$ cat src/rtl/led_code_sequencer.sv
// ============================================================================
// led_code_sequencer
//
// Drives a single status LED with blink codes for the W5300 bring-up error
// flags. Each active-low error request is synchronized, latched as a sticky
// flag, and served round-robin. Source i is shown as i+1 pulses followed by a
// long dark gap. All timing is expressed in ticks of TICK_CYCLES clocks.
//
// Ports:
//   clk         board clock (50 MHz)
//   rst_n       asynchronous, active-low reset
//   err_n       active-low error requests, asynchronous to clk
//   clr_sticky  single-cycle pulse clearing all sticky flags
//   code_led    LED drive, 1 = lit
//   busy        high while a code is being emitted
//   cur_src     index of the source being emitted (holds when idle)
//   sticky      latched error flags
// ============================================================================
module led_code_sequencer #(
    parameter int N_SRC       = 3,
    parameter int TICK_CYCLES = 5_000_000,
    parameter int ON_TICKS    = 2,
    parameter int OFF_TICKS   = 2,
    parameter int GAP_TICKS   = 10
) (
    input  logic             clk,
    input  logic             rst_n,
    input  logic [N_SRC-1:0] err_n,
    input  logic             clr_sticky,
    output logic             code_led,
    output logic             busy,
    output logic [1:0]       cur_src,
    output logic [N_SRC-1:0] sticky
);

    // Counters for pulses and phases must hold the largest of these values.
    localparam int MAX_AB = (N_SRC > ON_TICKS) ? N_SRC : ON_TICKS;
    localparam int MAX_CD = (OFF_TICKS > GAP_TICKS) ? OFF_TICKS : GAP_TICKS;
    localparam int MAXV   = (MAX_AB > MAX_CD) ? MAX_AB : MAX_CD;
    localparam int CW     = $clog2(MAXV + 1);

    localparam logic [1:0]  LAST_IDX = 2'(N_SRC - 1);
    localparam logic [31:0] TICK_END = 32'(TICK_CYCLES - 1);
    localparam logic [CW-1:0] ON_END  = CW'(ON_TICKS - 1);
    localparam logic [CW-1:0] OFF_END = CW'(OFF_TICKS - 1);
    localparam logic [CW-1:0] GAP_END = CW'(GAP_TICKS - 1);

    typedef enum logic [1:0] {
        ST_IDLE,
        ST_ON,
        ST_OFF,
        ST_GAP
    } state_t;

    logic [N_SRC-1:0] err_meta;
    logic [N_SRC-1:0] err_sync;
    logic [N_SRC-1:0] err;
    logic [N_SRC-1:0] sticky_q;
    logic [31:0]      tick_cnt;
    logic             tick;

    state_t           state, state_d;
    logic [CW-1:0]    phase_cnt, phase_d;
    logic [CW-1:0]    pulses_left, pulses_d;
    logic [CW-1:0]    pulses_dec;
    logic [1:0]       cur_q, cur_d;
    logic [1:0]       last_served, last_d;
    logic             found;
    logic [1:0]       sel_idx;
    logic [1:0]       cand;

    // Two-flop synchronizer. Flops reset to the inactive (high) level so that
    // reset release never looks like an error request.
    always_ff @(posedge clk or negedge rst_n) begin
        if (!rst_n) begin
            err_meta <= '1;
            err_sync <= '1;
        end else begin
            err_meta <= err_n;
            err_sync <= err_meta;
        end
    end

    assign err = ~err_sync;

    // Sticky flags: clear first, then OR in live errors so a simultaneous
    // error on a bit survives the clear.
    always_ff @(posedge clk or negedge rst_n) begin
        if (!rst_n) begin
            sticky_q <= '0;
        end else begin
            sticky_q <= (clr_sticky ? '0 : sticky_q) | err;
        end
    end

    assign sticky = sticky_q;

    // Free-running tick timebase.
    always_ff @(posedge clk or negedge rst_n) begin
        if (!rst_n) begin
            tick_cnt <= '0;
        end else if (tick) begin
            tick_cnt <= '0;
        end else begin
            tick_cnt <= tick_cnt + 32'd1;
        end
    end

    assign tick = (tick_cnt == TICK_END);

    // Round-robin pick: scan upward from the source after the last one served,
    // wrapping around, and take the first sticky bit found.
    always_comb begin
        found   = 1'b0;
        sel_idx = last_served;
        cand    = '0;
        for (int k = 1; k <= N_SRC; k++) begin
            cand = 2'((int'(last_served) + k) % N_SRC);
            if (!found && sticky_q[cand]) begin
                found   = 1'b1;
                sel_idx = cand;
            end
        end
    end

    assign pulses_dec = pulses_left - CW'(1);

    // State register, with LED and busy registered from the next state so
    // they change in the cycle after the transitioning tick.
    always_ff @(posedge clk or negedge rst_n) begin
        if (!rst_n) begin
            state       <= ST_IDLE;
            phase_cnt   <= '0;
            pulses_left <= '0;
            cur_q       <= LAST_IDX;
            last_served <= LAST_IDX;
            code_led    <= 1'b0;
            busy        <= 1'b0;
        end else begin
            state       <= state_d;
            phase_cnt   <= phase_d;
            pulses_left <= pulses_d;
            cur_q       <= cur_d;
            last_served <= last_d;
            code_led    <= (state_d == ST_ON);
            busy        <= (state_d != ST_IDLE);
        end
    end

    assign cur_src = cur_q;

    // Next-state logic. Nothing moves except on a tick; the phase counter
    // counts ticks spent in the current state and restarts on every change.
    always_comb begin
        state_d  = state;
        phase_d  = phase_cnt;
        pulses_d = pulses_left;
        cur_d    = cur_q;
        last_d   = last_served;
        if (tick) begin
            case (state)
                ST_IDLE: begin
                    if (found) begin
                        cur_d    = sel_idx;
                        last_d   = sel_idx;
                        pulses_d = CW'(int'(sel_idx) + 1);
                        phase_d  = '0;
                        state_d  = ST_ON;
                    end
                end
                ST_ON: begin
                    if (phase_cnt == ON_END) begin
                        phase_d  = '0;
                        pulses_d = pulses_dec;
                        state_d  = (pulses_dec != '0) ? ST_OFF : ST_GAP;
                    end else begin
                        phase_d = phase_cnt + CW'(1);
                    end
                end
                ST_OFF: begin
                    if (phase_cnt == OFF_END) begin
                        phase_d = '0;
                        state_d = ST_ON;
                    end else begin
                        phase_d = phase_cnt + CW'(1);
                    end
                end
                ST_GAP: begin
                    if (phase_cnt == GAP_END) begin
                        phase_d = '0;
                        state_d = ST_IDLE;
                    end else begin
                        phase_d = phase_cnt + CW'(1);
                    end
                end
                default: begin
                    phase_d = '0;
                    state_d = ST_IDLE;
                end
            endcase
        end
    end

endmodule
$ cat config.mk
export PLATFORM = sky130hd
export DESIGN_NAME = led_code_sequencer
export DESIGN_NICKNAME = d
export VERILOG_FILES = /design/src/rtl/led_code_sequencer.sv
export SDC_FILE = /design/constraint.sdc
export NUM_CORES = 1
export LEC_CHECK = 0
export BUFFER_PORTS_ARGS = -buffer_cell sky130_fd_sc_hd__buf_2
export CORE_UTILIZATION = 55
export CTS_BUF_LIST = sky130_fd_sc_hd__clkbuf_8
export CTS_CLUSTER_DIAMETER = 100
export DETAILED_ROUTE_END_ITERATION = 12
export GPL_ROUTABILITY_DRIVEN = 0
export PLACE_DENSITY = 0.75
export SLEW_MARGIN = 10
export SYNTH_ARGS = -nofsm -noshare
export SYNTH_HDL_FRONTEND = slang
export SYNTH_SLANG_ARGS = --single-unit
$ cat constraint.sdc
create_clock -name clk -period 2.7 [get_ports clk]
set_clock_uncertainty 0.1 [all_clocks]
set_input_delay 0 -clock clk [delete_from_list [all_inputs] [get_ports clk]]
set_output_delay 0 -clock clk [all_outputs]
set_load 0.01 [all_outputs]
==> results_dict.tcl, run 1 <==
set metrics [dict create \
    drtIter0Drc 207 \
    met3_usage_pct 2.86 \
    clockPowerShare_pct 33.5 \
    seq_power_share_pct 62.2 \
    ys_top_cells_by_area "dfrtp_1 (39%), dfstp_2 (6.0%), xnor2_1 (5.4%), ha_1 (5.3%), nor2_1 (4.3%)" \
    final_antenna_net_count 0 \
    critPathKind "flip-flop to flip-flop" \
    post-route-util_pct 64.2 \
    firstDrtPassIters 4 \
    hold_viol 0 \
    cts_tree "built" \
    synthMostInstantiatedCell "dfrtp_1" \
    grt_overflow 0 \
    synth_edf_count 0 \
    core_sq_um 5240 \
    synthCells 311 \
    nets 348 \
    final_max_slew_viol_count 0 \
    tightest_slew_ns 1.02 \
    yosysTopAreaCell "dfrtp_1" \
    met1_usage_pct 30.7 \
    clock_latency_ns 0.31 \
    internal-power_w 0.00104 \
    status "complete, no violations" \
    layout_min_cycle_time_ns 2.54 \
    viasPerCell 5.84 \
    cp-end-kind "flip-flop" \
    grt_pass1_vias 2148 \
    slew_headroom_pct 32.2 \
    grt.busiest_layer "met2" \
    die_h_um 76.8 \
    dp_slack_ns 0.159 \
    path_clk_slew_ns 0.11 \
    synth-seq-cells 55 \
    grt_pass1_wl_mm 10.0 \
    drv_cap 0 \
    yosysTopAreaCellShare_pct 39.0 \
    sw_frac_of_total_pct 23.3 \
    numCtsBuffers 5 \
    post-dp-hpwl_mm 4.17 \
    yosys_most_used_dff "dfrtp_1" \
    core.rowCount 26 \
    io_pins 13 \
    grt_max_degree 48 \
    fin_crit_sh_pct 94.2 \
    ys_top_cells_by_count "dfrtp_1 (48), nor2_1 (35), inv_1 (19), xnor2_1 (19), nand3_1 (18)" \
    r2r_slack_ns 0.16 \
    p_leak_nw 1.47 \
    ys_seq_area_share_pct 45.0 \
    max_freq_mhz 393 \
    cp.required_ns 2.80 \
    drc 0 \
    dieArea_sq_um 5900 \
    area_growth_pct 9.23 \
    crit_fanout 15 \
    synth.avg_cell_area_sq_um 9.90 \
    die_w_um 76.8 \
    diodes 0 \
    root_buffer "clkbuf_8" \
    yosysWarnings 0 \
    initial_utilization_pct 58.8 \
    rsz0062_at_grt "no" \
    drt_wl_total_mm 5.95 \
    fin_tns_setup_ns 0 \
    htree_num_levels 2 \
    drive_above_1_share_pct 15.8 \
    worst_ep_arrival_time_ns 2.65 \
    power_switching_w 0.000316 \
    setup_ws_ns 0.158 \
    antenna_found_initial 0 \
    syn-num-nets 330 \
    pwr-share-comb_pct 4.3 \
    setup-violations-final 0 \
    vias 2334 \
    power_density_nw_per_um2 403 \
    cts.sinks 55 \
    io_buffers 12 \
    syn_area_sq_um 3080 \
    cp-start-kind "flip-flop" \
    peakVddDrop_mv 0.385 \
    clk_path_buf_depth 2 \
    hold_path_class "input port to flip-flop" \
    use_met2_pct 33.8 \
    synth_cell_types 59 \
    grt_usage_pct 21.4 \
    async_reset_ff_share_pct 100 \
    wl_per_cell_um 14.9 \
]
==> registers in the layout (all words and copies together) (netlist names) <==
signal / flops
err_sync: 3
state: 2
err_meta: 3
cur_src: 2
code_led: 1
busy: 1
phase_cnt: 4
sticky: 3
tick_cnt: 32
pulses_left: 4
==> timing repair <==
item,in CTS,in global routing
hold endpoints to repair,45,0
setup endpoints to repair,0,2
setup buffers,0,0
hold buffers,5,0
resized for setup,0,1
==> per-layer routing <==
metal  vias up  part of all wire, %
li1       1144                    -
met1      1136                   50
met2        45                   46
met3         9                  3.2
met4         0                  1.1
met5         -                    0
==> path summary, 6_finish.rpt <==
kind	end	cells after the start	startpoint
worst min register to register	err_sync[1]$_DFF_PN1_	0	err_meta[1]$_DFF_PN1_
worst max-delay path	pulses_left[1]$_DFFE_PN0P_	10	cur_src[1]$_DFFE_PN1P_
worst min-delay path	err_meta[1]$_DFF_PN1_	2	err_n[1]
max in group asynchronous	tick_cnt[31]$_DFF_PN0_	3	rst_n
worst max register to register	pulses_left[1]$_DFFE_PN0P_	10	cur_src[1]$_DFFE_PN1P_
min in group asynchronous	pulses_left[1]$_DFFE_PN0P_	2	rst_n
==> layout by cell type, fill, tap and decap left out, types with 6 or more instances in the layout <==
| master | n |
|---|---|
| o21ai_0 | 16 |
| nand3_1 | 18 |
| xor2_1 | 10 |
| nor3_1 | 6 |
| buf_4 | 7 |
| nor2_1 | 35 |
| dfstp_2 | 7 |
| inv_1 | 19 |
| nand2_1 | 15 |
| buf_2 | 12 |
| dfrtp_1 | 48 |
| nand4_1 | 9 |
| xnor2_1 | 19 |
| ha_1 | 12 |
==> power groups by stage <==
stage,clock network [W],logic (W),registers (W)
final,0.000454,0.0000590,0.000843
after global routing,0.000500,0.0000679,0.000844
after CTS,0.000465,0.0000603,0.000843
after detailed placement,0,0.0000544,0.000859
after global placement,0,0.0000530,0.000858
after floorplan,0,0.0000269,0.000855
==> logic make-up after synthesis <==
| kind of cell | after synthesis | share of synthesized area (%) |
|---|---|---|
| xor+xnor | 29 | 8.25 |
| fa+ha+maj | 13 | 5.28 |
| flops | 55 | 45.0 |
| mux | 8 | 2.80 |
| compound gates | 53 | 13.0 |
| simple gates | 121 | 21.4 |
| buf+inv | 32 | 4.31 |
==> layout make-up <==
class                      instances  area [sq um]
fill                             432          1880
multi-input combinational        224          1570
sequential                        55          1390
timing repair buffer              24           163
tap                               70          87.6
inverter                          19          71.3
clock buffer                       5          68.8
clock inverter                     3          18.8
==> critical path, cell delays in order (launching register included) <==
cell and delay (ns):
dfstp_2 0.58, inv_1 0.05, ha_1 0.19, buf_4 0.19, nor2_1 0.18, a32oi_1 0.12
o21ai_0 0.31, a32o_1 0.25, ha_1 0.25, a21oi_1 0.14, mux2i_1 0.08
==> through the flow <==
step	total power, W	area [sq um]	cells	hold slack, ns
2_1_floorplan	0.000882	3080	311	-0.396
3_3_place_gp	0.000911	3220	387	0.00520
3_5_place_dp	0.000913	3220	387	0.00664
4_1_cts	0.00137	3360	400	0.216
5_1_grt	0.00141	3360	400	0.218
6_report	0.00136	3360	400	0.233
(Power assumes the default switching activity.)
==> run 2, diff against run 1 <==
--- a/config.mk
+++ b/config.mk
@@ -11,7 +11,7 @@
 export CTS_CLUSTER_DIAMETER = 100
 export DETAILED_ROUTE_END_ITERATION = 12
 export GPL_ROUTABILITY_DRIVEN = 0
-export PLACE_DENSITY = 0.75
+export PLACE_DENSITY = 0.72
 export SLEW_MARGIN = 10
 export SYNTH_ARGS = -nofsm -noshare
 export SYNTH_HDL_FRONTEND = slang
==> constraint.sdc (replaced) <==
create_clock -name clk -period 3.1 [get_ports clk]
set_clock_uncertainty 0.1 [all_clocks]
set_input_delay 0 -clock clk [delete_from_list [all_inputs] [get_ports clk]]
set_output_delay 0 -clock clk [all_outputs]
set_load 0.01 [all_outputs]
==> results_dict.tcl, run 2 (synthesis gave the netlist of run 1 again) <==
set metrics [dict create \
    status "complete, no violations" \
    htree_num_levels 2 \
    largest_register "tick_cnt" \
    die_h_um 76.8 \
    die_w_um 76.8 \
    final_max_slew_viol_count 0 \
    critPathKind "flip-flop to flip-flop" \
    r2r-end "pulses_left[1]$_DFFE_PN0P_" \
    final_antenna_net_count 0 \
    grt_pass1_vias 2210 \
    seq_area_sq_um 1390 \
    worstReg2RegStart "cur_src[0]$_DFFE_PN0P_" \
    io_buffers 12 \
    nets 345 \
    io_pins 13 \
    met1_usage_pct 29.8 \
    fin_tns_setup_ns 0 \
    worst_ep_arrival_time_ns 2.91 \
    setup-violations-final 0 \
    drt_wl_total_mm 5.81 \
    cts_tree "built" \
    grt_pass1_wl_mm 10.1 \
    final_common_cell "dfrtp_1" \
    layout_min_cycle_time_ns 2.80 \
    peakVddDrop_mv 0.242 \
    r2r_slack_ns 0.30 \
    firstDrtPassIters 4 \
    tightest_slew_ns 0.545 \
    core.rowCount 26 \
    largestRegisters "tick_cnt x32, phase_cnt x4, pulses_left x4" \
    max_freq_mhz 357 \
    nFillCells 455 \
    crit_fanout 16 \
    power_density_nw_per_um2 358 \
    multi_input_area_sq_um 1570 \
    wl_per_cell_um 14.6 \
    met3_usage_pct 3.93 \
    viasPerCell 5.84 \
    cp.required_ns 3.20 \
    largest_register_ffs 32 \
    fin_crit_sh_pct 90.4 \
    final_cells 397 \
    rsz0062_at_grt "no" \
    hold_path_class "input port to async pin" \
    root_buffer "clkbuf_8" \
    drive_above_1_share_pct 14.7 \
    ctsResizeCount 0 \
    cts.sinks 55 \
    r2r_cells 9 \
    clk_path_buf_depth 2 \
    area_growth_pct 8.62 \
    slew_headroom_pct 63.5 \
    drc 0 \
    use_met2_pct 33.8 \
    dieArea_sq_um 5900 \
    cp-start-kind "flip-flop" \
    cp-end-kind "flip-flop" \
    path_clk_slew_ns 0.11 \
    vias 2319 \
    drv_cap 0 \
    initial_utilization_pct 58.8 \
    drtIter0Drc 76 \
    antenna_found_initial 0 \
    diodes 0 \
    grt_max_degree 33 \
    placed_area_sq_um 3200 \
    dp.cells 384 \
    stdcell_area_sq_um 3340 \
    p_leak_nw 1.45 \
    clock_latency_ns 0.31 \
    numCtsBuffers 5 \
    grt_usage_pct 21.3 \
    post-cts-setup-buffers 0 \
    post-dp-hpwl_mm 4.08 \
    grt_overflow 0 \
    layout_common_cells "dfrtp_1 (48), nor2_1 (35), inv_1 (19), xnor2_1 (19), nand3_1 (18)" \
    grt.busiest_layer "met2" \
    hold_viol 0 \
    core_sq_um 5240 \
]
## run 2: repair_timing
item                       4_1_cts  5_1_grt
hold endpoints to repair        29        0
hold buffers                     5        0
setup endpoints to repair        0        0
## run 2: worst max-delay path by stage
| stage | depth (start not counted) | end | start | slack [ns] |
|---|---|---|---|---|
| 3_5_place_dp | 9 | pulses_left[1]$_DFFE_PN0P_ | cur_src[0]$_DFFE_PN0P_ | 0.32 |
| 5_1_grt | 9 | pulses_left[1]$_DFFE_PN0P_ | cur_src[0]$_DFFE_PN0P_ | 0.12 |
| 2_1_floorplan | 10 | pulses_left[1]$_DFFE_PN0P_ | cur_src[0]$_DFFE_PN0P_ | 0.52 |
| 3_3_place_gp | 9 | pulses_left[1]$_DFFE_PN0P_ | cur_src[0]$_DFFE_PN0P_ | 0.42 |
| 4_1_cts | 9 | pulses_left[1]$_DFFE_PN0P_ | cur_src[0]$_DFFE_PN0P_ | 0.30 |
| 6_report | 9 | pulses_left[1]$_DFFE_PN0P_ | cur_src[0]$_DFFE_PN0P_ | 0.30 |
## run 2: cell type report
cell class	instances	share of cell area, %
multi-input combinational	224	46.8
sequential	55	41.4
timing repair buffer	21	4.19
tap	70	2.62
inverter	19	2.13
clock buffer	5	2.06
clock inverter	3	0.749
## run 2: report_power, final
part | internal, W | switching [W]
Clock | 0.000162 | 0.000250
Sequential | 0.000727 | 0.00000742
Combinational | 0.0000194 | 0.0000311
## run 2: per-stage QoR
stage / worst slack, ns / power [W] / util [%] / hold slack, ns
floorplan: 0.523 / 0.000768 / - / -0.396
global placement: 0.422 / 0.000793 / 61.1 / -0.0948
detailed placement: 0.324 / 0.000795 / 61.1 / -0.0850
CTS: 0.296 / 0.00121 / 63.8 / 0.0987
global route: 0.121 / 0.00124 / 63.8 / 0.138
finish: 0.297 / 0.00120 / 63.8 / 0.0868
## run 2: routing by layer
layer	share of wire, %	up-vias
met2	47	34
met4	0.81	0
li1	-	1144
met1	49	1137
met5	0	-
met3	3.1	4
## run 2: worst max-delay path: stages, from the launching register on
cell,delay (ns)
dfrtp_1,0.41
inv_1,0.07
ha_1,0.59
mux2i_1,0.24
o22ai_1,0.11
or3_1,0.37
a32o_1,0.30
ha_1,0.28
a21oi_1,0.14
mux2i_1,0.08
